===== config.mk =====
export PLATFORM = sky130hd
export DESIGN_NAME = hack_ram8
export DESIGN_NICKNAME = d
export VERILOG_FILES = /design/src/rtl/hack_ram8.sv
export SDC_FILE = /design/constraint.sdc
export NUM_CORES = 1
export LEC_CHECK = 0
export ABC_AREA = 0
export CORE_UTILIZATION = 35
export CTS_BUF_LIST = sky130_fd_sc_hd__clkbuf_2 sky130_fd_sc_hd__clkbuf_4 sky130_fd_sc_hd__clkbuf_8
export CTS_CLUSTER_SIZE = 16
export DETAILED_ROUTE_END_ITERATION = 8
export PLACE_DENSITY = 0.64
export SETUP_SLACK_MARGIN = 0.02
export SLEW_MARGIN = 40
export SYNTH_ARGS = -nofsm -noshare
export SYNTH_HDL_FRONTEND = slang
export SYNTH_SLANG_ARGS = --single-unit

===== constraint.sdc =====
create_clock -name clk_in -period 2.4 [get_ports clk_in]
set_input_delay 0.48 -clock clk_in [delete_from_list [all_inputs] [get_ports clk_in]]
set_output_delay 0.48 -clock clk_in [all_outputs]
set_load 0.005 [all_outputs]

===== src/rtl/hack_ram8.sv =====
// rtl/hack_ram8.sv - eight-word Hack register file with demux-tree load steering
module hack_ram8 #(
  parameter int WIDTH  = 16,
  parameter int ADDR_W = 3
) (
  input  logic              clk_in,
  input  logic              rst_n_in,
  input  logic [WIDTH-1:0]  data_in,
  input  logic              load_in,
  input  logic [ADDR_W-1:0] address_in,
  output logic [WIDTH-1:0]  data_out
);

  localparam int DEPTH = 8;

  generate
    if (ADDR_W != 3) begin : g_bad_addr_w
      $error("hack_ram8: ADDR_W must be 3 (DEPTH fixed at 8)");
    end
  endgenerate

  logic [1:0]       lvl1;
  logic [3:0]       lvl2;
  logic [DEPTH-1:0] load_vec;
  logic [WIDTH-1:0] word_q [DEPTH];
  logic [WIDTH-1:0] word_d [DEPTH];

  // Three cascaded 1x2 demux stages: address bit 2 splits first, bit 0 last.
  always_comb begin
    lvl1     = '0;
    lvl2     = '0;
    load_vec = '0;
    lvl1[1] = load_in &  address_in[2];
    lvl1[0] = load_in & ~address_in[2];
    for (int i = 0; i < 2; i++) begin
      lvl2[2*i+1] = lvl1[i] &  address_in[1];
      lvl2[2*i]   = lvl1[i] & ~address_in[1];
    end
    for (int j = 0; j < 4; j++) begin
      load_vec[2*j+1] = lvl2[j] &  address_in[0];
      load_vec[2*j]   = lvl2[j] & ~address_in[0];
    end
  end

  always_comb begin
    for (int k = 0; k < DEPTH; k++) begin
      word_d[k] = load_vec[k] ? data_in : word_q[k];
    end
  end

  always_ff @(posedge clk_in or negedge rst_n_in) begin
    if (!rst_n_in) begin
      for (int k = 0; k < DEPTH; k++) word_q[k] <= '0;
    end else begin
      for (int k = 0; k < DEPTH; k++) word_q[k] <= word_d[k];
    end
  end

  // Read has no bypass from data_in: a same-cycle write shows only after the edge.
  assign data_out = word_q[address_in];

  a_addr_known: assert property (@(posedge clk_in) disable iff (!rst_n_in)
    load_in |-> !$isunknown(address_in));

  a_load_onehot0: assert property (@(posedge clk_in) disable iff (!rst_n_in)
    $onehot0(load_vec));

endmodule


==> results.cfg, run 1 <==
[routing]
post-route-drc-count = 0
detail_route.wl_per_cell_um = 19.9
pre_antenna_drt_iters = 6
drt_iter0_drc = 128
wirelength_um = 12600
route.detailed.vias_per_inst = 5.11
via_count = 3239
postRouteAntennaNets = 0

[clock_network]
worst_setup_hold_path_clk_slew_ps = 60
root_buffer = sky130_fd_sc_hd__clkbuf_8
clock_latency_ps = 440
cts.sink_count = 128
cts-buffers-inserted = 17
cts-root-to-sink-buffers = 2
h-tree-depth = 4
cts_tree = done

[sta]
layout_worst_path_cycle_share_pct = 97.1
fin_ws_ps = 68.6
rsz_0062_raised_after_global_routing = true
maxClockFrequency_ghz = 0.429
finClkSkew_ps = 0
worst_slew_margin_rel_pct = 58.7
report.final.slew_viol_count = 0
finalCriticalPeriod_ps = 2330
report.final.hold_viol_count = 0
worst_pin_slew_ps = 619
setup_viol = 0

[die]
fp.dieH_um = 132
fp.dieArea_mm2 = 0.0175
die_w_um = 132
number_of_i_o_pins = 38
floorplan.rows = 47
starting_density_pct = 35.8
core_mm2 = 0.0166

[synth]
synth-warning-count = 0
syn-cell-area_mm2 = 0.00594
synth_top_cell_by_area = sky130_fd_sc_hd__dfrtp_1
synthesis.instances = 334
yosys.cell_count.top_type = sky130_fd_sc_hd__mux2_2
synth_cell_types = 13
async_reset_ff_share_pct = 100
ys.flop_type = sky130_fd_sc_hd__dfrtp_1
synth.ff_latch_count = 128
ranking_of_synthesized_cells_by_area = sky130_fd_sc_hd__dfrtp_1 (54%), sky130_fd_sc_hd__mux2_2 (27%), sky130_fd_sc_hd__mux4_1 (9.7%)
synth_common_cells = sky130_fd_sc_hd__mux2_2 (141), sky130_fd_sc_hd__dfrtp_1 (128), sky130_fd_sc_hd__mux4_1 (22), sky130_fd_sc_hd__buf_2 (13), sky130_fd_sc_hd__mux4_2 (10)
synth_enable_flop_cells = 0
synth_top_area_share_pct = 54.0
synth_fp_nets = 356
synth_sequential_area_ratio_pct = 54.0
synthesis.area_per_instance_um2 = 17.8

[finish]
fillerInstances = 1474
largest_registers = word_q x128
antenna_cells = 0
final_util_pct = 43.1
largest_register_ffs = 128
max_flop_register = word_q
syn_to_layout_area_delta_pct = 20.3
finalNetCount = 428
fraction_of_layout_cells_with_a_size_suffix_above_1_pct = 59.2

[critical_path]
cp_max_fo = 6
worst_path_dominant_cell_family = buffers and inverters
crit_buf_inv = 3
start_to_end_type_of_the_worst_setup_path = in2out
cp_data_arrival_time_ps = 1850
startpoint_type = input pin
reg2regPathDepth = 2
cp_max_stage_delay_ps = 540
crit_required_ps = 1920
critical_path_depth = 4
worst_setup_path_end_kind = output port
slowest_stage = sky130_fd_sc_hd__clkdlybuf4s50_1
cp_cell_sequence = clkdlybuf4s50_1, buf_4, mux2_2, dlygate4sd2_1

[global_routing]
grt_antenna_before_repair = 0
global_route.overflow_total = 0
gr-usage-all-layers_pct = 15.6
grt_start_max_net_pins = 45
vias_in_the_first_global_route = 3641
grt_pass1_wl_um = 20400

[power]
power.density_cell_area_mw_per_mm2 = 797
max-vdd-ir-drop_uv = 354
fin_total_pwr_uw = 5690
leakagePower_uw = 0.00304

[placement]
preCtsSetupSlack_ps = -262
placement.io_buffers = 37
gpl.final_weighted_congestion = 0.689
post-dp-hpwl_um = 8260

[job]
drv.max_cap_violation_count = 0

[min_path]
hold_path.class = in2async

[run_status]
result_of_the_run = finished, final reports clean
-- power by group --
part	switching (uW)	internal (uW)	leakage (uW)
registers	241	2630	0.00154
clock network	753	851	0.000178
logic	398	812	0.00133
-- per-stage QoR --
| stage | instance area, um^2 | hold WS (ps) | instances | TNS, ps |
|---|---|---|---|---|
| CTS | 7160 | 48.8 | 633 | 0 |
| global placement | 6790 | 472 | 602 | -3420 |
| global route | 7140 | 75.4 | 634 | 0 |
| finish | 7140 | 46.3 | 634 | 0 |
| detailed placement | 6790 | 487 | 602 | -3610 |
| floorplan | 5940 | 184 | 334 | 0 |
-- worst paths after layout --
kind                                           end  slack [ps]                     from
setup reg to reg           word_q[106]$_DFFE_PN0P_        1520  word_q[106]$_DFFE_PN0P_
hold reg to reg             word_q[69]$_DFFE_PN0P_         500   word_q[69]$_DFFE_PN0P_
hold / removal              word_q[36]$_DFFE_PN0P_          50                 rst_n_in
max in group asynchronous   word_q[11]$_DFFE_PN0P_        1680                 rst_n_in
setup / recovery                      data_out[11]          70            address_in[1]
min in group clk_in         word_q[69]$_DFFE_PN0P_         500   word_q[69]$_DFFE_PN0P_
-- cells in the final DEF, fill, tap and decap left out --
master                            count
sky130_fd_sc_hd__clkinv_2             1
sky130_fd_sc_hd__clkbuf_8            21
sky130_fd_sc_hd__dlygate4sd2_1       12
sky130_fd_sc_hd__buf_2                1
sky130_fd_sc_hd__nand4b_4             3
sky130_fd_sc_hd__mux4_1               4
sky130_fd_sc_hd__nand4_4              1
sky130_fd_sc_hd__clkdlybuf4s50_1     18
sky130_fd_sc_hd__buf_4               27
sky130_fd_sc_hd__mux2_1               3
sky130_fd_sc_hd__buf_16               2
sky130_fd_sc_hd__buf_12              10
sky130_fd_sc_hd__mux2_2             136
sky130_fd_sc_hd__and4bb_2             3
sky130_fd_sc_hd__buf_8                1
sky130_fd_sc_hd__clkdlybuf4s15_1      4
sky130_fd_sc_hd__mux2_4               5
sky130_fd_sc_hd__dfrtp_1            128
sky130_fd_sc_hd__clkbuf_4             5
sky130_fd_sc_hd__nor4b_4              1
sky130_fd_sc_hd__mux4_2              28
-- routing by layer --
metal  up-vias  part of all wire, %  global-route usage (%)
met2        52                   51                    26.5
li1       1412                    -                       -
met5         -                    0                       0
met3        14                  3.0                    3.61
met1      1761                   44                    19.4
met4         0                  1.3                    5.75
-- cell families after synthesis --
kind of cell           synth area share [%]
buffers and inverters                  2.61
DFF                                    54.0
muxes                                  40.8
and+or+nand+nor                        2.59
-- area by class of cell --
type | count | area, um^2 | area share [%]
Sequential cell | 128 | 3200 | 44.8
Multi-Input combinational cell | 184 | 2530 | 35.4
Timing Repair Buffer | 75 | 803 | 11.2
Clock buffer | 26 | 327 | 4.57
Tap cell | 220 | 275 | 3.85
Clock inverter | 1 | 5.00 | 0.0701
-- timing repair --
action,in CTS,in global routing
endpoints found under the hold margin,0,0
hold buffers,0,0
setup buffers,2,1
resized for setup,25,23
setup endpoints to repair,16,14
cloned,2,0
No activity file was read; power rests on OpenSTA's default activity.
==> inputs of run 2 (changes only) <==
- SLEW_MARGIN: 40 -> 0
==> results of run 2 <==
Same layout as run 1: the final DEF is identical, and so are final timing and power.
